File: src/rtl/cmd_resp_ctrl.sv
// SD command-line response sequencer: waits for the card's start bit, frames the
// response for the deserializer, runs CRC7 and end-bit checks, and reports status.
module cmd_resp_ctrl #(
    parameter int TIMEOUT    = 64,
    parameter int SHORT_BITS = 48,
    parameter int LONG_BITS  = 136
) (
    input  logic                 clk,
    input  logic                 reset,
    input  logic                 start,
    input  logic                 long_resp,
    input  logic                 crc_check_en,
    input  logic                 abort,
    input  logic                 cmd_in,
    input  logic                 des_complete,
    input  logic [LONG_BITS-1:0] des_out,
    output logic                 des_enable,
    output logic [7:0]           des_framesize,
    output logic                 busy,
    output logic                 resp_valid,
    output logic [LONG_BITS-1:0] resp_data,
    output logic                 timeout_err,
    output logic                 crc_err,
    output logic                 end_err
);

    typedef enum logic [2:0] {
        IDLE,
        WAIT_START,
        RECEIVE,
        CHECK,
        DONE
    } state_t;

    localparam logic [7:0] WAIT_LAST   = 8'(TIMEOUT - 1);
    localparam logic [7:0] SHORT_LEN   = 8'(SHORT_BITS);
    localparam logic [7:0] LONG_LEN    = 8'(LONG_BITS);
    localparam logic [2:0] CHECK_LIMIT = 3'd4;

    state_t     state, next_state;
    logic [7:0] wait_cnt, bit_cnt, bit_num, crc_lo, crc_hi;
    logic [2:0] chk_cnt;
    logic [6:0] crc_reg;
    logic       crc_en_q, crc_flag, end_flag, cplt_seen, got_cplt;

    // One CRC7 step, generator x^7 + x^3 + 1
    function automatic logic [6:0] crc_step(input logic [6:0] c, input logic b);
        logic fb;
        fb = b ^ c[6];
        return {c[5:0], 1'b0} ^ {3'b000, fb, 2'b00, fb};
    endfunction

    assign bit_num  = bit_cnt + 8'd1;
    assign crc_lo   = (des_framesize == LONG_LEN) ? 8'd9 : 8'd1;
    assign crc_hi   = des_framesize - 8'd8;
    assign got_cplt = cplt_seen | des_complete;

    always_ff @(posedge clk or negedge reset) begin
        if (!reset) state <= IDLE;
        else        state <= next_state;
    end

    always_comb begin
        next_state = state;
        busy       = (state != IDLE);
        des_enable = (state == RECEIVE);
        resp_valid = (state == DONE);
        case (state)
            IDLE:       if (start) next_state = WAIT_START;
            // A start bit on the final wait cycle takes priority over the timeout
            WAIT_START: begin
                if (!cmd_in)                     next_state = RECEIVE;
                else if (wait_cnt >= WAIT_LAST)  next_state = DONE;
            end
            RECEIVE:    if (bit_cnt >= des_framesize - 8'd1) next_state = CHECK;
            CHECK:      if (got_cplt || chk_cnt >= CHECK_LIMIT) next_state = DONE;
            DONE:       next_state = IDLE;
            default:    next_state = IDLE;
        endcase
        if (abort) next_state = IDLE;
    end

    always_ff @(posedge clk or negedge reset) begin
        if (!reset) begin
            wait_cnt      <= '0;
            bit_cnt       <= '0;
            chk_cnt       <= '0;
            crc_reg       <= '0;
            crc_en_q      <= 1'b0;
            crc_flag      <= 1'b0;
            end_flag      <= 1'b0;
            cplt_seen     <= 1'b0;
            des_framesize <= SHORT_LEN;
            resp_data     <= '0;
            timeout_err   <= 1'b0;
            crc_err       <= 1'b0;
            end_err       <= 1'b0;
        end else if (abort) begin
            wait_cnt    <= '0;
            bit_cnt     <= '0;
            chk_cnt     <= '0;
            crc_flag    <= 1'b0;
            end_flag    <= 1'b0;
            cplt_seen   <= 1'b0;
            timeout_err <= 1'b0;
            crc_err     <= 1'b0;
            end_err     <= 1'b0;
        end else begin
            if (des_complete && (state == RECEIVE || state == CHECK)) begin
                resp_data <= des_out;
                cplt_seen <= 1'b1;
            end
            case (state)
                IDLE: begin
                    wait_cnt <= '0;
                    if (start) begin
                        des_framesize <= long_resp ? LONG_LEN : SHORT_LEN;
                        crc_en_q      <= crc_check_en;
                        bit_cnt       <= '0;
                        chk_cnt       <= '0;
                        crc_reg       <= '0;
                        crc_flag      <= 1'b0;
                        end_flag      <= 1'b0;
                        cplt_seen     <= 1'b0;
                        timeout_err   <= 1'b0;
                        crc_err       <= 1'b0;
                        end_err       <= 1'b0;
                    end
                end
                WAIT_START: begin
                    if (wait_cnt != 8'hFF) wait_cnt <= wait_cnt + 8'd1;
                    if (!cmd_in) begin
                        bit_cnt <= 8'd1;
                        crc_reg <= (crc_lo == 8'd1) ? crc_step(7'd0, cmd_in) : 7'd0;
                    end else if (wait_cnt >= WAIT_LAST) begin
                        timeout_err <= 1'b1;
                    end
                end
                // Bits inside the CRC window feed the register; the seven after it are
                // compared MSB first by shifting the register out
                RECEIVE: begin
                    chk_cnt <= '0;
                    if (bit_cnt != 8'hFF) bit_cnt <= bit_num;
                    if (bit_num >= crc_lo && bit_num <= crc_hi) begin
                        crc_reg <= crc_step(crc_reg, cmd_in);
                    end else if (bit_num > crc_hi && bit_num < des_framesize) begin
                        if (cmd_in != crc_reg[6]) crc_flag <= 1'b1;
                        crc_reg <= {crc_reg[5:0], 1'b0};
                    end
                    if (bit_num == des_framesize && !cmd_in) end_flag <= 1'b1;
                end
                CHECK: begin
                    if (chk_cnt != 3'd7) chk_cnt <= chk_cnt + 3'd1;
                    if (got_cplt || chk_cnt >= CHECK_LIMIT) begin
                        crc_err <= crc_flag & crc_en_q;
                        end_err <= end_flag | ~got_cplt;
                    end
                end
                DONE:    ;
                default: ;
            endcase
        end
    end

endmodule

File: config.mk
export PLATFORM = sky130hd
export DESIGN_NAME = cmd_resp_ctrl
export DESIGN_NICKNAME = d
export VERILOG_FILES = /design/src/rtl/cmd_resp_ctrl.sv
export SDC_FILE = /design/constraint.sdc
export NUM_CORES = 1
export LEC_CHECK = 0
export CAP_MARGIN = 20
export CORE_MARGIN = 2
export CORE_UTILIZATION = 44
export CTS_CLUSTER_DIAMETER = 50
export DETAILED_ROUTE_END_ITERATION = 10
export PLACE_DENSITY = 0.88
export SLEW_MARGIN = 20
export SYNTH_ARGS = -nofsm -noshare
export SYNTH_HDL_FRONTEND = slang
export SYNTH_SLANG_ARGS = --single-unit
File: constraint.sdc
create_clock -name clk -period 3.9 [get_ports clk]
set_input_delay 0.78 -clock clk [delete_from_list [all_inputs] [get_ports clk]]
set_output_delay 0.78 -clock clk [all_outputs]
set_load 0.01 [all_outputs]
==> summary.txt <==
STA
  • Maximum clock frequency: 311 MHz
  • Slew Limit Fails: 0
  • Final setup violation count: 0
  • Setup TNS: 0 ns
  • Hold Fails Final Rpt: 0
  • RSZ-0062 raised after global routing: false
  • Final Cycle Share: a little over 80%
  • Post-layout worst setup margin: 0.683 ns
  • Worst Clk Skew: 0.0101 ns
  • Slew @ Worst Pin: between 0.7 and 0.8 ns
  • Relative slew slack: between 40% and 50%
  • Min cycle time layout: about 3.2 ns

Power
  • Pwr/cell area: approximately 740 nW/um^2
  • Clock share of power: roughly 22%
  • Sw Share: a little under a third
  • Pint: approximately 5.8 mW
  • Sequential Power Share: a little over a third
  • Switch Pwr: roughly 2.6 mW
  • Max IR drop VDD: a little over 400 uV
  • Leakage: between 4 and 5 nW
  • Logic pwr share: between 40% and 50%

Floorplan
  • Die area: ~18000 sq um
  • Row count: 48
  • Num ports: 294
  • Core footprint: roughly 17000 sq um
  • Die width: 136 um
  • Die extent in y: roughly 140 um
  • Initial core utilization: 44.6%

Run status
  • Outcome: completed

Clocking
  • Clk sink count: 174
  • CTS max path bufs: 2
  • Clk Latency, worst-skew pair: ~0.42 ns
  • Gates resized, CTS repair: 0
  • Post-CTS Setup Inserts: 0
  • CTS clk-pin slew, worst paths: 0.07 ns
  • Cts hold-fix bufs: 0
  • CTS Buf Count: 17
  • Clk root buf: clkbuf_16
  • H-tree depth: 4
  • CTS tree: done

Routing
  • Drt wl/cell: around 18 um
  • Total vias in the final route: 5679
  • Final WL: 19.9 mm
  • Drt first-iter violations: 328
  • Drt first pass iters: 5
  • DRT antenna net count: 0
  • Vias per inst: just over 5
  • # DRC: 0

Synthesis
  • Top-area cell type share of the netlist area: a little under three fifths
  • Synthesized flop and latch total: ~170
  • Distinct cells, synth: 60
  • Top post-synthesis cells by area: dfrtp_1 57%, mux2_2 20%, ha_1 3.6%
  • Post-synth top area cell: dfrtp_1
  • Sequential share of the synthesized area: a little under three fifths
  • Top_reg_cell synth: dfrtp_1
  • Synth Instances: just under 600
  • Post-synth ARST share: 100%
  • Most frequent cell after synthesis: dfrtp_1
  • Avg Inst Size Synth: ~13 sq um
  • Post-synth top cells: 173 x dfrtp_1, 139 x mux2_2, 42 x nor2_1
  • Post-synth EDFFs: 0
  • Ys Warns: 0
  • Post-Syn Area: around 7600 sq um

Global route
  • Largest net degree at the start of global routing: 89
  • All-Layer GR Usage: 21.6%
  • Global-route wire length before repair: just over 30 mm
  • Initial antenna violation count: 0
  • GRT overflow: 0
  • Vias in the first global route: 5899

Worst setup path
  • Endpoint class of the critical path: flip-flop
  • WP data required: approximately 4.3 ns
  • Setup crit start kind: flip-flop
  • Flop2flop setup slack: between 0.6 and 0.7 ns
  • CP Class: flip-flop to flip-flop
  • Worst EP arrival: around 3.6 ns
  • Crit-path max FO: 8

Placement
  • Placement Setup Slack: ~0.70 ns
  • RD Place Congestion: approximately 0.89
  • Port bufs: between 200 and 300
  • DP Wirelength: 14.6 mm

Layout
  • Layout area overhead: 48.9%
  • Largest regs: resp_data (136), bit_cnt (8), wait_cnt (8)
  • Largest register FFs: 136
  • Fraction of layout cells with a size suffix above 1: roughly 22%
  • Net count, final: 1032
  • Reg with most FFs: resp_data
  • Antenna Diode Count: 0

Job
  • Max-Cap Viols: 0

Worst hold path
  • Min-delay worst type: input pin to async pin
## stage by stage
stage / instance area (sq um) / hold slack [ns] / cells / power, mW / util, %
5_1_grt: 11400 / 0.426 / 1103 / 8.84 / 66.4
4_1_cts: 11400 / 0.414 / 1103 / 8.48 / 66.4
2_1_floorplan: 7650 / 0.454 / 584 / 4.58 / -
3_3_place_gp: 10700 / 0.471 / 1072 / 6.47 / 62.7
6_report: 11400 / 0.380 / 1103 / 8.40 / 66.4
3_5_place_dp: 10700 / 0.479 / 1072 / 6.58 / 62.7
## placed cells by master (no fill, tap or decap), drive strengths merged, types with 12 or more instances in the layout
cell           instances
clkdlybuf4s50        288
dfrtp                173
mux2                 139
nor2                  42
nand2                 29
o21ai                 26
ha                    22
inv                   19
clkbuf                18
a21oi                 12
## final cells by class
class,instances,area [sq um]
fillers,1272,5740
flip-flops and latches,174,4360
multi-input cells,365,3080
repair buffers,295,2960
clock buffers,18,439
well taps,225,282
clock inverters,13,200
inverters,13,48.8
## cell families after synthesis
group,count (synthesis),share of synthesized area (%)
multiplexers,139,20.5
other,1,0.0491
adder cells (fa/ha/maj),22,3.60
flip-flops,174,57.0
AO/OA/AOI/OAI,81,7.87
AND/OR/NAND/NOR,110,6.90
buffers and inverters,45,2.83
XOR/XNOR,9,1.21
## path summary, 6_finish.rpt
path,depth (start not counted),from,end
worst max-delay path,11,bit_cnt[0]$_DFFE_PN0P_,crc_reg[1]$_DFFE_PN0P_
max in group asynchronous,2,reset,resp_data[58]$_DFFE_PN0P_
worst min register to register,2,chk_cnt[1]$_DFFE_PN0P_,chk_cnt[1]$_DFFE_PN0P_
worst max register to register,11,bit_cnt[0]$_DFFE_PN0P_,crc_reg[1]$_DFFE_PN0P_
worst min-delay path,1,reset,resp_data[4]$_DFFE_PN0P_
min in group clk,2,chk_cnt[1]$_DFFE_PN0P_,chk_cnt[1]$_DFFE_PN0P_
## power by group through the flow
stage	clock (mW)	sequential, mW	combinational [mW]
after global routing	1.95	3.07	3.82
after floorplan	0	3.26	1.32
after CTS	1.89	2.99	3.61
after global placement	0	2.95	3.51
after detailed placement	0	3.01	3.58
final	1.85	2.98	3.57
## routing by layer
metal	part of all wire, %	GRT usage (%)
met5	0	0
met4	3.5	9.90
met3	9.0	8.57
met2	49	35.4
met1	39	24.8
## critical path, cell delays in order (launching register included)
cell and delay [ns]:
dfrtp_1 0.45, ha_1 0.35, nand3_1 0.16, xnor2_1 0.29, ha_1 0.30, nor2b_1 0.13
o22ai_1 0.25, a32oi_1 0.18, o221ai_2 0.31, o31ai_4 0.14, o31ai_4 0.38, a22o_1 0.20
(Power assumes the default switching activity.)
